==> config.mk <==
export PLATFORM = sky130hd
export DESIGN_NAME = calc_display
export DESIGN_NICKNAME = d
export VERILOG_FILES = /design/src/rtl/calc_display.sv
export SDC_FILE = /design/constraint.sdc
export NUM_CORES = 1
export LEC_CHECK = 0
export ABC_CLOCK_PERIOD_IN_PS = 2400
export CORE_ASPECT_RATIO = 1.1
export CORE_MARGIN = 4
export CORE_UTILIZATION = 53
export DETAILED_ROUTE_END_ITERATION = 10
export GPL_TIMING_DRIVEN = 0
export PLACE_DENSITY = 0.74
export SYNTH_ARGS = -nofsm -noshare
export SYNTH_HDL_FRONTEND = slang
export SYNTH_SLANG_ARGS = --single-unit
==> constraint.sdc <==
create_clock -name clock -period 2.4 [get_ports clock]
set_input_delay 0.36 -clock clock [delete_from_list [all_inputs] [get_ports clock]]
set_output_delay 0.36 -clock clock [all_outputs]
set_load 0.05 [all_outputs]
==> src/rtl/calc_display.sv <==
// calc_display: receiving end of the calculator digit-print interface.
// A print frame is collected digit by digit into a shadow buffer. When the
// frame ends it is copied to the display buffer, which is then scanned
// across eight common-anode 7-segment digits. The block also shows an
// "Erro" pattern and lights every decimal point while the calculator is busy.
//
// Handshake: there is no backpressure. data/pos are valid in any cycle
// where status==2'b11; every such cycle with pos in 1..8 is one digit
// write. A cycle with status==2'b10 after a capture ends the frame.
module calc_display #(
  parameter int REFRESH_DIV   = 1000,
  parameter bit BLANK_LEADING = 1'b1
) (
  input  logic       clock,
  input  logic       reset,
  input  logic [1:0] status,
  input  logic [3:0] data,
  input  logic [3:0] pos,
  output logic [7:0] an,
  output logic [6:0] seg,
  output logic       dp,
  output logic       frame_done
);

  localparam int CW = (REFRESH_DIV > 1) ? $clog2(REFRESH_DIV) : 1;

  localparam logic [1:0] ST_IDLE    = 2'd0;
  localparam logic [1:0] ST_CAPTURE = 2'd1;
  localparam logic [1:0] ST_COMMIT  = 2'd2;
  localparam logic [1:0] ST_ERROR   = 2'd3;

  localparam logic [1:0] STAT_ERROR = 2'b00;
  localparam logic [1:0] STAT_BUSY  = 2'b01;
  localparam logic [1:0] STAT_READY = 2'b10;
  localparam logic [1:0] STAT_PRINT = 2'b11;

  localparam logic [6:0] SEG_BLANK = 7'b1111111;
  localparam logic [6:0] SEG_E     = 7'b0000110;
  localparam logic [6:0] SEG_R     = 7'b0101111;
  localparam logic [6:0] SEG_O     = 7'b0100011;

  // BCD to active-low {g,f,e,d,c,b,a}; codes 10..15 show nothing.
  function automatic logic [6:0] seg_decode(input logic [3:0] d);
    logic [6:0] s;
    case (d)
      4'd0:    s = 7'b1000000;
      4'd1:    s = 7'b1111001;
      4'd2:    s = 7'b0100100;
      4'd3:    s = 7'b0110000;
      4'd4:    s = 7'b0011001;
      4'd5:    s = 7'b0010010;
      4'd6:    s = 7'b0000010;
      4'd7:    s = 7'b1111000;
      4'd8:    s = 7'b0000000;
      4'd9:    s = 7'b0010000;
      default: s = SEG_BLANK;
    endcase
    return s;
  endfunction

  logic [1:0]    state_q, state_d;
  logic [31:0]   shadow_q, shadow_d;
  logic [31:0]   display_q, display_d;
  logic [CW-1:0] cnt_q, cnt_d;
  logic [2:0]    scan_q, scan_d;
  logic [7:0]    an_q, an_d;
  logic [6:0]    seg_q, seg_d;
  logic          dp_q, dp_d;
  logic          frame_done_q, frame_done_d;

  // Digit slot decode: pos 1..8 maps to nibble 0..7, anything else is dropped.
  logic       pos_ok;
  logic [3:0] pos_m1;
  logic [2:0] slot;
  assign pos_ok = (pos >= 4'd1) && (pos <= 4'd8);
  assign pos_m1 = pos - 4'd1;
  assign slot   = pos_m1[2:0];

  // Same-cycle digit merged into the running shadow, or into a fresh frame.
  logic [31:0] shadow_wr;
  logic [31:0] fresh_wr;
  always_comb begin
    shadow_wr = shadow_q;
    fresh_wr  = '0;
    if (pos_ok) begin
      shadow_wr[{slot, 2'b00} +: 4] = data;
      fresh_wr[{slot, 2'b00} +: 4]  = data;
    end
  end

  // Frame FSM: capture into shadow, commit into display, latch errors.
  always_comb begin
    state_d   = state_q;
    shadow_d  = shadow_q;
    display_d = display_q;
    case (state_q)
      ST_IDLE: begin
        if (status == STAT_PRINT) begin
          state_d  = ST_CAPTURE;
          shadow_d = fresh_wr;
        end else if (status == STAT_ERROR) begin
          state_d = ST_ERROR;
        end
      end
      ST_CAPTURE: begin
        case (status)
          STAT_PRINT: shadow_d = shadow_wr;
          STAT_READY: state_d = ST_COMMIT;
          STAT_ERROR: begin
            state_d  = ST_ERROR;
            shadow_d = '0;
          end
          default: begin
            state_d  = ST_IDLE;
            shadow_d = '0;
          end
        endcase
      end
      ST_COMMIT: begin
        display_d = shadow_q;
        if (status == STAT_PRINT) begin
          state_d  = ST_CAPTURE;
          shadow_d = fresh_wr;
        end else begin
          state_d = ST_IDLE;
        end
      end
      ST_ERROR: state_d = ST_ERROR;
      default:  state_d = ST_IDLE;
    endcase
  end

  // frame_done is high for exactly the cycle the FSM spends in COMMIT.
  always_comb begin
    frame_done_d = (state_d == ST_COMMIT);
  end

  // Refresh timer and scan index.
  always_comb begin
    cnt_d  = cnt_q + CW'(1);
    scan_d = scan_q;
    if (cnt_q == CW'(REFRESH_DIV - 1)) begin
      cnt_d  = '0;
      scan_d = scan_q + 3'd1;
    end
  end

  // Segment pattern for the digit currently selected.
  logic [3:0]  cur_digit;
  logic [31:0] upper_digits;
  logic        lead_blank;
  assign cur_digit    = display_q[{scan_q, 2'b00} +: 4];
  assign upper_digits = display_q >> {scan_q, 2'b00};
  assign lead_blank   = BLANK_LEADING && (scan_q != 3'd0) && (upper_digits == 32'd0);

  // Anode, segments and dp all come from the same scan index so they switch together.
  always_comb begin
    an_d = ~(8'b0000_0001 << scan_q);
    dp_d = !((state_q == ST_IDLE) && (status == STAT_BUSY));
    if (state_q == ST_ERROR) begin
      case (scan_q)
        3'd3:    seg_d = SEG_E;
        3'd2:    seg_d = SEG_R;
        3'd1:    seg_d = SEG_R;
        3'd0:    seg_d = SEG_O;
        default: seg_d = SEG_BLANK;
      endcase
    end else if (lead_blank) begin
      seg_d = SEG_BLANK;
    end else begin
      seg_d = seg_decode(cur_digit);
    end
  end

  // State and output registers with synchronous active-low reset.
  always_ff @(posedge clock) begin
    if (!reset) begin
      state_q      <= ST_IDLE;
      shadow_q     <= '0;
      display_q    <= '0;
      cnt_q        <= '0;
      scan_q       <= '0;
      an_q         <= 8'hFF;
      seg_q        <= SEG_BLANK;
      dp_q         <= 1'b1;
      frame_done_q <= 1'b0;
    end else begin
      state_q      <= state_d;
      shadow_q     <= shadow_d;
      display_q    <= display_d;
      cnt_q        <= cnt_d;
      scan_q       <= scan_d;
      an_q         <= an_d;
      seg_q        <= seg_d;
      dp_q         <= dp_d;
      frame_done_q <= frame_done_d;
    end
  end

  assign an         = an_q;
  assign seg        = seg_q;
  assign dp         = dp_q;
  assign frame_done = frame_done_q;

endmodule

# [Word level (Yosys, flattened, before mapping)]
# Memories as Yosys holds them, arrays and structs flattened.
# Cells that the tools add are included.
[classes] n_bitwise=3 n_addsub=4 order_cmp=2 shift=5 reduce_logical=14 eq_ne=14 mux=14
[op_table] operator="$pmux W32 S2" count=2
[op_table] operator="$mux W32" count=3
[op_table] operator="$and A32 B32 Y32" count=1
[op_table] operator="$bwmux W32" count=1
[op_table] operator="$logic_not A32 Y1" count=1
[op_table] operator="$shift A4 B7 Y32 const A" count=1
[op_table] operator="$shiftx A32 B6 Y4" count=1
[op_table] operator="$shiftx A4 B7 Y32" count=1
[op_table] operator="$shr A32 B5 Y32" count=1
[op_table] operator="$pmux W7 S3" count=1
[op_table] operator="$mux W7" count=2
[op_table] operator="$add A10 B1 Y10 const B" count=1
[op_table] operator="$eq A10 B10 Y1 const B" count=1
[op_table] operator="$eq A2 B2 Y1 const B" count=5
[op_table] operator="$not A8 Y8" count=1
[op_table] operator="$pmux W2 S4" count=1
[op_table] operator="$shl A1 B3 Y8 const A" count=1
[op_table] operator="$neg A5 Y7" count=1
[op_table] operator="$eq A3 B2 Y1 const B" count=2
[op_table] operator="$pmux W2 S3" count=1
[op_table] operator="$reduce_or A2 Y1" count=3
[op_table] operator="$eq A2 B1 Y1 const B" count=2
[op_table] operator="$ge A4 B1 Y1 const B" count=1
[op_table] operator="$le A4 B4 Y1 const B" count=1
[op_table] operator="16 further kinds" count=20
[totals] ff_bits=96 wordCells=66 mem_bits_ro=112 output_inout_bits=17 in_bits=12 mem_count=1
[memory_table] memory="(name not given)" depth=16 word_bits=7 rd=1 rd_clocked_by_memory_dff=0 wr=0 line="45" source="case (d)"

# [Logic depth before layout (Yosys ltp)]
# Gate-level depths: netlist (run 1).
[logic_depth] depth_word=7 depth_mapped=11 mapped_depth_nobuf=10

# [Worst setup path before layout (run 1)]
# No wires, ideal clock.
[synth_path] kind="input to register" start="input pos[1]" end="register shadow_q[24]" arrival_ns=2.258 t_required_ns=2.282 path_stages=10 setup_slack_ns=0.024 cell_sequence="inv_1 ha_1 xnor2_1 ha_1 buf_1 a31oi_1 a21oi_1 or2_2 a22oi_1 nor2b_1"
[synth_via] elab_chain_len=7
[synth_rtl] item="start, declared" line="18" source="input logic [3:0] pos,"
[synth_rtl] item="$sub A3 B1 Y3" line="76" source="assign pos_m1 = pos - 4'd1;"
[synth_rtl] item="$neg A5 Y7" line="86, 87"
[synth_rtl] item="$shiftx A4 B7 Y32 / $shift A4 B7 Y32 (equally long branches)" line="86, 87"
[synth_rtl] item="$bwmux W32 / $and A32 B32 Y32 (equally long branches)"
[synth_rtl] item="$mux W32" line="85" source="if (pos_ok) begin"
[synth_rtl] item="$pmux W32 S2 / $mux W32 (equally long branches)" line="106, 98, 121"
[synth_rtl] item="$pmux W32 S2" line="96" source="case (state_q)"
[synth_rtl] item="end signal, assigned" line="189" source="shadow_q <= shadow_d;"
[synth_rtl] item="end, declared" line="62" source="logic [31:0] shadow_q, shadow_d;"
# Several ways; a longest one is shown, not always the timed one. The select of a mux whose other input is x is not followed.
# A chain may end at the register's enable or synchronous reset.

# [Final worst setup path (run 1)]
[layout_path] start="input pos[0]" end="register shadow_q[11]"
# Same word-level chain as after synthesis.

==> out/metrics.csv, run 1 <==
metric,value,unit
status,completed,
slowest_delay,0.44,ns
setup-tns-final,0,ns
synth-warning-count,0,
endpoint_kind,flip-flop,
cp_top_family,simple AND/OR/NAND/NOR gates,
drc,0,
clock_skew,0.01025,ns
design.core.area,8496,um2
syn_nets,553,
tritoncts,built,
start_util,54.87,%
p_total,2.907,mW
grt_overflow,0,
dieWidth,97.43,um
die_h,106.4,um
antenna_found_initial,0,
finalCritPeriodShare,96.60,%
first_global_vias,3682,
r2r_cells,9,
insertion_delay,0.36,ns
htree_levels,3,
fmax,0.4313,GHz
cp_max_fo,9,
synth-async-reset-ratio,0,%
vdd_drop_max,0.0003074,V
path_buf_inv,2,
io_buffers,26,
root_buffer,clkbuf_8,
wl_per_cell,16.21,um
drt_iter0_markers,143,
dp_hpwl,8205,um
syn_to_final_growth,14.87,%
grt_setup_unrepaired,no,
path_common_cell,ha_4,
synth_edf_count,0,
hold_violations,0,
path_cells,clkdlybuf4s15_1 -> inv_2 -> ha_4 -> xnor2_2 -> ha_4 -> or4_4 -> or3_4 -> o31ai_1 -> and2_1,
fin_nets,590,
drv_cap,0,
viasPerCell,5.711,
final_cell_mix,"nand2_1 (95), dfxtp_1 (95), a21boi_0 (32)",
routabilityCongestion,0.9602,
maxSlewHeadroom,60.64,%
num_io_pins,29,
hold_path_depth,2,
period_needed,2.318,ns
power.density,542.9,nW/um2
drive_above_1_share,11.37,%
rows,35,
ys_seq_area_share,41.22,%
clk_path_buf_depth,2,
synth.distinct_cells,58,
grtUsageTotal,21.28,%
clk_pin_slew,0.09,ns
cp_num_cells,9,
synth_cells,521,
crit_type,in2reg,
hp-class,in2reg,
worstPathRequired,2.71,ns
cp.arrival,2.62,ns
cpMaxStageDelayCell,or4_4,
tightest_slew,0.5904,ns
setup_viol,0,
avgSynthCellArea,8.948,um2
post-route-util,63.03,%
grt_pass1_wl,17830,um
drt-total-wl,10920,um
finalMaxSlewViolations,0,
hold_buffers,0,
synth_flop_cell,dfxtp_1,
p_leak,1.931,nW
start_kind,input port,
grt_max_degree,17,
dieArea,10360,um2
cts_buffers,9,
vias,3849,
syn-cell-area,4662,um2
clock-sinks,96,
detail-route-antenna-nets,0,
ys_ff_latch,96,
diodes,0,
drtPass1Iterations,5,
-- logic make-up (layout without fill, tap and decap cells) --
family | count (synthesis) | count (layout) | synth area share, %
adders and majority gates | 20 | 20 | 5.368
buffers and inverters | 41 | 83 | 4.079
muxes | 18 | 18 | 5.502
and+or+nand+nor | 224 | 224 | 24.48
xor gates and xnor gates | 11 | 11 | 2.067
DFF | 96 | 96 | 41.22
AOI/OAI and AO/OA | 111 | 111 | 17.28
-- where the power goes --
group	switching, mW	internal [mW]	leakage (nW)
clock	0.566	0.407	0.0928
combinational	0.205	0.113	1.06
sequential	0.00753	1.61	0.778
-- registers in the layout, summed over array words and instances, names as in the netlist --
| register | flops |
|---|---|
| an | 8 |
| cnt_q | 10 |
| display_q | 32 |
| dp | 1 |
| frame_done | 1 |
| scan_q | 3 |
| seg | 7 |
| shadow_q | 32 |
| state_q | 2 |
-- routing by layer --
metal  share of wire (%)  vias up  track usage, %
li1                    -     1910               -
met1                  43     1806           25.44
met2                  51      118           38.05
met3                 4.4       15           4.134
met4                 1.7        0           7.319
met5                   0        -               0
-- worst paths after layout --
kind	from	end	slack (ns)
max	pos[0]	shadow_q[11]	0.08
max reg2reg	scan_q[0]	seg[5]	0.21
min reg2reg	cnt_q[0]	cnt_q[0]	0.45
min	status[0]	dp	0.25
-- metrics by stage --
step                      cell area, um2  hold slack, ns  setup slack, ns  cells
final                               5355          0.2528          0.08169    674
after CTS                           5303          0.2374         0.008510    674
after global routing                5355          0.2454          0.01161    674
after global placement              5061          0.4238           -1.024    658
after floorplan                     4662          0.4132          0.02400    521
after detailed placement            5061          0.4349           -1.064    658
-- worst reg2reg max path: cells and delay by family, from the launching register on --
family	cells	cell delay, ns
and+or+nand+nor	3	0.32
muxes	1	0.54
buffers and inverters	2	0.27
DFF	1	0.39
adders and majority gates	1	0.19
AOI/OAI and AO/OA	2	0.43
-- cell usage after synthesis, types with 4 or more instances --
cell | instances | area share (%)
o21ai_0 | 6 | 0.64
ha_1 | 20 | 5.4
dfxtp_1 | 96 | 41
inv_1 | 12 | 0.97
a22o_1 | 8 | 1.5
nor2b_1 | 24 | 3.2
a21oi_1 | 10 | 1.1
nand4_1 | 6 | 0.81
nor3_1 | 8 | 0.86
clkbuf_1 | 18 | 1.4
o31ai_1 | 5 | 0.81
nor4_1 | 13 | 1.7
a22oi_1 | 17 | 2.7
a21boi_0 | 32 | 5.2
nor2_1 | 26 | 2.1
xor2_1 | 4 | 0.75
mux2i_1 | 11 | 2.4
xnor2_1 | 7 | 1.3
nand2_1 | 96 | 7.7
nand3_1 | 14 | 1.5
o22ai_1 | 5 | 0.67
a31oi_1 | 8 | 1.1
and2_1 | 10 | 1.3
o21a_1 | 5 | 0.81
o211ai_1 | 4 | 0.64
and3_1 | 5 | 0.67
mux4_2 | 6 | 2.9
-- area by class of cell --
class                   instances  area, um2
inverters                      14      52.55
repair buffers                 28      277.8
flip-flops and latches         96       1923
fillers                       722       3141
multi-input cells             384       2655
well taps                     111      138.9
clock inverters                 6      40.04
clock buffers                  10      137.6
plain buffers                  25      130.1
-- timing repair --
item / 4_1_cts / 5_1_grt
gates resized for setup: 11 / 13
setup endpoints to repair: 32 / 39
setup buffers: 2 / 0
pin swaps: 3 / 2
No activity file was read; power rests on OpenSTA's default activity.
==> run 2, diff against run 1 <==
==> config.mk (replaced) <==
export PLATFORM = sky130hd
export DESIGN_NAME = calc_display
export DESIGN_NICKNAME = d
export VERILOG_FILES = /design/src/rtl/calc_display.sv
export SDC_FILE = /design/constraint.sdc
export NUM_CORES = 1
export LEC_CHECK = 0
export ABC_CLOCK_PERIOD_IN_PS = 2200
export CORE_ASPECT_RATIO = 1.1
export CORE_MARGIN = 4
export CORE_UTILIZATION = 57
export DETAILED_ROUTE_END_ITERATION = 10
export GPL_TIMING_DRIVEN = 0
export PLACE_DENSITY = 0.76
export SLEW_MARGIN = 40
export SYNTH_ARGS = -nofsm -noshare
export SYNTH_HDL_FRONTEND = slang
export SYNTH_SLANG_ARGS = --single-unit
==> constraint.sdc (replaced) <==
create_clock -name clock -period 2.2 [get_ports clock]
set_input_delay 0.33 -clock clock [delete_from_list [all_inputs] [get_ports clock]]
set_output_delay 0.33 -clock clock [all_outputs]
set_load 0.05 [all_outputs]
==> run 2 against run 1 <==
Against the previous run: die area is 6.5% lower; combinational power is 7.9% higher; sequential power is 9% higher; critical path type is now reg2reg; largest cell class unchanged.
==> out/metrics.csv, run 2 (synthesis results as in run 1) <==
metric,value,unit,change
status,completed,,
io_buffers,26,,unchanged
clk_path_buf_depth,2,,unchanged
seqPwrFrac,53.0,%,-2.6 points
switchingPower,0.8983,mW,+15%
insertion_delay,0.38,ns,+0.02 ns
maxSlewHeadroom,59.70,%,-0.94 points
drt-total-wl,11050,um,+1.1%
tritoncts,built,,
routabilityCongestion,0.9133,,-4.9%
drt_iter0_markers,153,,+7.0%
design.core.area,7955,um2,-6.4%
dp_hpwl,8428,um,+2.7%
root_buffer,clkbuf_8,,
power.density,614.7,nW/um2,+13%
grt_overflow,0,,unchanged
pwr-share-clk,36.6,%,+3.1 points
drv_cap,0,,unchanged
grt_setup_unrepaired,yes,,
design_area,5403,um2,+0.89%
finalMaxSlewViolations,0,,unchanged
hold_buffers,0,,unchanged
intPower,2.423,mW,+14%
p_leak,1.954,nW,+1.2%
drtPass1Iterations,4,,-1
hp-class,in2reg,,
diodes,0,,unchanged
period_needed,2.106,ns,
crit_type,reg2reg,,
grtUsageTotal,24.46,%,+3.2 points
htree_levels,3,,unchanged
clock_skew,0.01052,ns,+0.0002704 ns
wl_met1,4582,um,-3.0%
syn_to_final_growth,15.89,%,
fmax,0.4749,GHz,
rows,34,,-2.9%
vias,3904,,+1.4%
fin_nets,591,,+0.17%
first_global_vias,3816,,+3.6%
fin_cells,672,,-0.30%
antenna_found_initial,0,,unchanged
endpoint_kind,flip-flop,,
placed_cells,655,,-0.46%
grt_max_degree,19,,+2
worstPathRequired,2.51,ns,-0.20 ns
final_cell_mix,"nand2_1 (95), dfxtp_1 (94), a21boi_0 (32)",,
multi_input_area,2663,um2,+0.28%
cp_max_fo,8,,-1
clk_pin_slew,0.10,ns,about the same
regToRegSetupSlack,0.09,ns,-0.12 ns
cp.arrival,2.41,ns,-0.21 ns
routed.top_layer,met4,,
cts_buffers,9,,unchanged
vdd_drop_max,0.0004128,V,+34%
hold_violations,0,,unchanged
start_kind,flip-flop,,
combPwrFrac,10.3,%,-0.6 points
grt_pass1_wl,18290,um,+2.6%
clock-sinks,96,,unchanged
drive_above_1_share,12.59,%,+1.2 points
met3_length,539,um,+11%
setup_viol,0,,unchanged
p_sw_share,27.05,%,+0.29 points
wl_per_cell,16.44,um,+1.4%
num_io_pins,29,,unchanged
setup-tns-final,0,ns,unchanged
placed_area,5066,um2,about the same
viasPerCell,5.810,,+1.7%
wl_met2,5519,um,-0.16%
reg_top3,"display_q (32), shadow_q (32), cnt_q (10)",,
dieArea,9692,um2,-6.5%
regArea,1929,um2,+0.33%
detail-route-antenna-nets,0,,unchanged
tightest_slew,0.6045,ns,+0.01411 ns
die_h,102.9,um,-3.3%
final_common_cell,nand2_1,,
finalCritPeriodShare,95.71,%,
dieWidth,94.23,um,-3.3%
start_util,58.60,%,+3.7 points
num-fill-cells,694,,-3.9%
drc,0,,unchanged
==> run 2: cell types whose count changed in the layout (fill, tap and decap cells not counted), sizes merged <==
cell | previous run | this run
buf | 10 | 11
clkinv | 3 | 2
inv | 16 | 17
dlygate4sd2 | 0 | 1
dlymetal6s2s | 1 | 0
clkdlybuf4s15 | 1 | 0
bufinv | 0 | 1
==> run 2: final timing paths <==
check,cells past startpoint,start,to
worst max-delay path,9,scan_q[0],seg[0]
worst min-delay path,2,status[0],dp
worst max register to register,9,scan_q[0],seg[0]
worst min register to register,1,cnt_q[0],cnt_q[0]
==> run 2: critical path, stage by stage, from the launching register on <==
cell      delay [ns]
dfxtp_4         0.38
buf_8           0.14
mux4_2          0.51
nand2_1         0.13
nand2_4         0.09
inv_2           0.08
ha_2            0.19
nand4b_1        0.11
a21o_4          0.24
a31oi_1         0.17
==> run 2: through the flow <==
| step | worst slack (ns) | util (%) | total power [mW] | hold slack (ns) |
|---|---|---|---|---|
| 4_1_cts | 0.005300 | 67.18 | 3.328 | 0.1951 |
| 6_report | 0.09429 | 67.91 | 3.321 | 0.2102 |
| 2_1_floorplan | 0.0007832 | - | 2.018 | 0.4132 |
| 3_5_place_dp | -1.116 | 63.68 | 2.121 | 0.4329 |
| 5_1_grt | -0.01010 | 67.91 | 3.435 | 0.2092 |
| 3_3_place_gp | -1.045 | 63.68 | 2.116 | 0.4234 |
==> run 2: power by group through the flow <==
stage               registers [mW]  logic, mW  clock network [mW]
floorplan                     1.84      0.181                   0
global placement              1.80      0.313                   0
detailed placement            1.80      0.317                   0
CTS                           1.76      0.334                1.23
global route                  1.76      0.372                1.30
finish                        1.76      0.343                1.22
==> run 2: layout make-up <==
| class | count | share of cell area, % |
|---|---|---|
| Multi-Input combinational cell | 384 | 49.28 |
| Sequential cell | 96 | 35.71 |
| Timing Repair Buffer | 28 | 4.979 |
| Buffer | 26 | 2.663 |
| Tap cell | 108 | 2.501 |
| Clock buffer | 9 | 2.293 |
| Clock inverter | 7 | 1.598 |
| Inverter | 14 | 0.9727 |
==> run 2: repair_timing <==
| item | 4_1_cts | 5_1_grt |
|---|---|---|
| gates resized for setup | 17 | 21 |
| setup endpoints to repair | 39 | 32 |
| pin swaps | 5 | 2 |
| buffers inserted | 2 | 0 |
==> run 2: per-layer routing <==
metal | GRT usage (%) | up-vias
met5 | 0 | -
met4 | 13.44 | 0
met3 | 3.869 | 35
li1 | - | 1927
met2 | 43.34 | 121
met1 | 28.22 | 1821
==> run 3, diff against run 2 <==
--- a/config.mk
+++ b/config.mk
@@ -12,6 +12,7 @@
 export DETAILED_ROUTE_END_ITERATION = 10
 export GPL_TIMING_DRIVEN = 0
 export PLACE_DENSITY = 0.76
+export REMOVE_ABC_BUFFERS = 1
 export SLEW_MARGIN = 40
 export SYNTH_ARGS = -nofsm -noshare
 export SYNTH_HDL_FRONTEND = slang
==> run 3 against run 2 <==
Against the previous run: cell area decreased by 1.3%; worst setup slack improved by 0.023 ns; sequential share of layout area increased by 0.49 points; hold slack improved by 0.093 ns; critical endpoint is now shadow_q[25]; maximum frequency increased by 1.1%; highest routed layer unchanged.
==> out/metrics.csv, run 3 (synthesis results as in run 1) <==
metric,value,unit,change
cp_top_family,compound AO/OA/AOI/OAI gates,,
tritoncts,built,,
finalMaxSlewViolations,0,,unchanged
insertion_delay,0.38,ns,about the same
drtPass1Iterations,6,,+2
vdd_drop_max,0.0003405,V,-18%
design.core.area,7955,um2,unchanged
viasPerCell,5.689,,-2.1%
regToRegSetupSlack,0.14,ns,+0.05 ns
hp-class,in2reg,,
clock_skew,0.01351,ns,+0.002984 ns
cp.arrival,2.35,ns,-0.06 ns
clk_path_buf_depth,2,,unchanged
wl_per_cell,15.61,um,-5.0%
vias,3738,,-4.3%
final_common_cell,nand2_1,,
finalCritPeriodShare,94.65,%,-1.1 points
power.density,596.3,nW/um2,-3.0%
worstPathRequired,2.47,ns,-0.04 ns
start_util,58.60,%,unchanged
p_leak,1.931,nW,-1.2%
drv_cap,0,,unchanged
fin_nets,576,,-2.5%
grt_setup_unrepaired,yes,,
slowest_delay,0.49,ns,-0.02 ns
dieArea,9692,um2,unchanged
dp_hpwl,7396,um,-12%
hold_violations,0,,unchanged
period_needed,2.082,ns,-0.02347 ns
detail-route-antenna-nets,0,,unchanged
maxSlewHeadroom,59.70,%,about the same
clock-sinks,96,,unchanged
fmax,0.4803,GHz,+1.1%
clk_pin_slew,0.10,ns,about the same
drc,0,,unchanged
cp_max_fo,8,,unchanged
rows,34,,unchanged
crit_type,in2reg,,
grt_max_degree,51,,+32
endpoint_kind,flip-flop,,
grt_overflow,0,,unchanged
drt-total-wl,10260,um,-7.2%
use_met2,39.52,%,-3.8 points
grt_pass1_wl,16770,um,-8.3%
io_buffers,28,,+7.7%
fin_cells,657,,-2.2%
placed_cells,632,,-3.5%
tightest_slew,0.6045,ns,+0.00007659 ns
setup_viol,0,,unchanged
drt_iter0_markers,151,,-1.3%
hold_buffers,0,,unchanged
grtUsageTotal,22.02,%,-2.4 points
dieWidth,94.23,um,unchanged
final_cell_mix,"nand2_1 (94), dfxtp_1 (93), a21boi_0 (32)",,
setup-tns-final,0,ns,unchanged
path_buf_inv,1,,-1
antenna_found_initial,0,,unchanged
num-fill-cells,692,,-0.29%
diodes,0,,unchanged
busiest_layer,met2,,
path_cells,clkdlybuf4s50_1 -> xnor2_2 -> ha_4 -> a31oi_1 -> a21oi_1 -> or2_2 -> a22oi_1 -> nor2b_1,,
num_io_pins,29,,unchanged
syn_to_final_growth,14.39,%,
htree_levels,3,,unchanged
routabilityCongestion,0.9390,,+2.8%
root_buffer,clkbuf_8,,
first_global_vias,3542,,-7.2%
grtUsageMet3,2.701,%,-1.2 points
die_h,102.9,um,unchanged
reg_top3,"display_q (32), shadow_q (32), cnt_q (10)",,
status,completed,,
drive_above_1_share,12.39,%,-0.20 points
cts_buffers,9,,unchanged
grtUsageMet1,26.03,%,-2.2 points
start_kind,input port,,
cpMaxStageDelayCell,clkdlybuf4s50_1,,
[run 3: where the power goes]
part	leakage, nW	switching, mW	internal [mW]	total (mW)
Combinational	1.06	0.201	0.123	0.324
Sequential	0.779	0.0150	1.75	1.77
Clock	0.0929	0.655	0.433	1.09
Total	1.93	0.871	2.31	3.18
[run 3: what timing repair did]
action	4_1_cts	5_1_grt
setup endpoints to repair	39	37
gates resized for setup	18	7
pin swaps	3	0
buffers inserted	7	2
[run 3: path summary, 6_finish.rpt]
check / from / endpoint / depth (start not counted)
worst max register to register: scan_q[0] / seg[5] / 8
worst max-delay path: pos[2] / shadow_q[25] / 8
worst min register to register: cnt_q[0] / cnt_q[0] / 1
worst min-delay path: reset / an[7] / 2
[run 3: per-stage QoR]
stage	hold slack (ns)	area (um2)	total power [mW]	worst slack [ns]	utilization (%)
global route	0.3186	5333	3.302	-0.04820	67.03
global placement	0.4221	4940	2.093	-1.119	62.10
finish	0.3037	5333	3.180	0.1178	67.03
detailed placement	0.4317	4996	2.108	-1.158	62.80
CTS	0.2961	5303	3.207	0.003167	66.66
floorplan	0.3989	4524	1.988	-0.06655	-
[run 3: routing by layer]
layer / vias to the layer above / share of wire, %
li1: 1896 / -
met1: 1740 / 43
met2: 82 / 51
met3: 20 / 4.3
met4: 0 / 2.1
met5: - / 0
[run 3: layout make-up]
class / instances / area [um2] / share of cell area (%)
Sequential cell: 96 / 1931 / 36.20
Timing Repair Buffer: 39 / 384.1 / 7.203
Inverter: 14 / 52.55 / 0.9855
Tap cell: 108 / 135.1 / 2.534
Clock inverter: 7 / 58.81 / 1.103
Multi-Input combinational cell: 384 / 2648 / 49.65
Clock buffer: 9 / 123.9 / 2.323
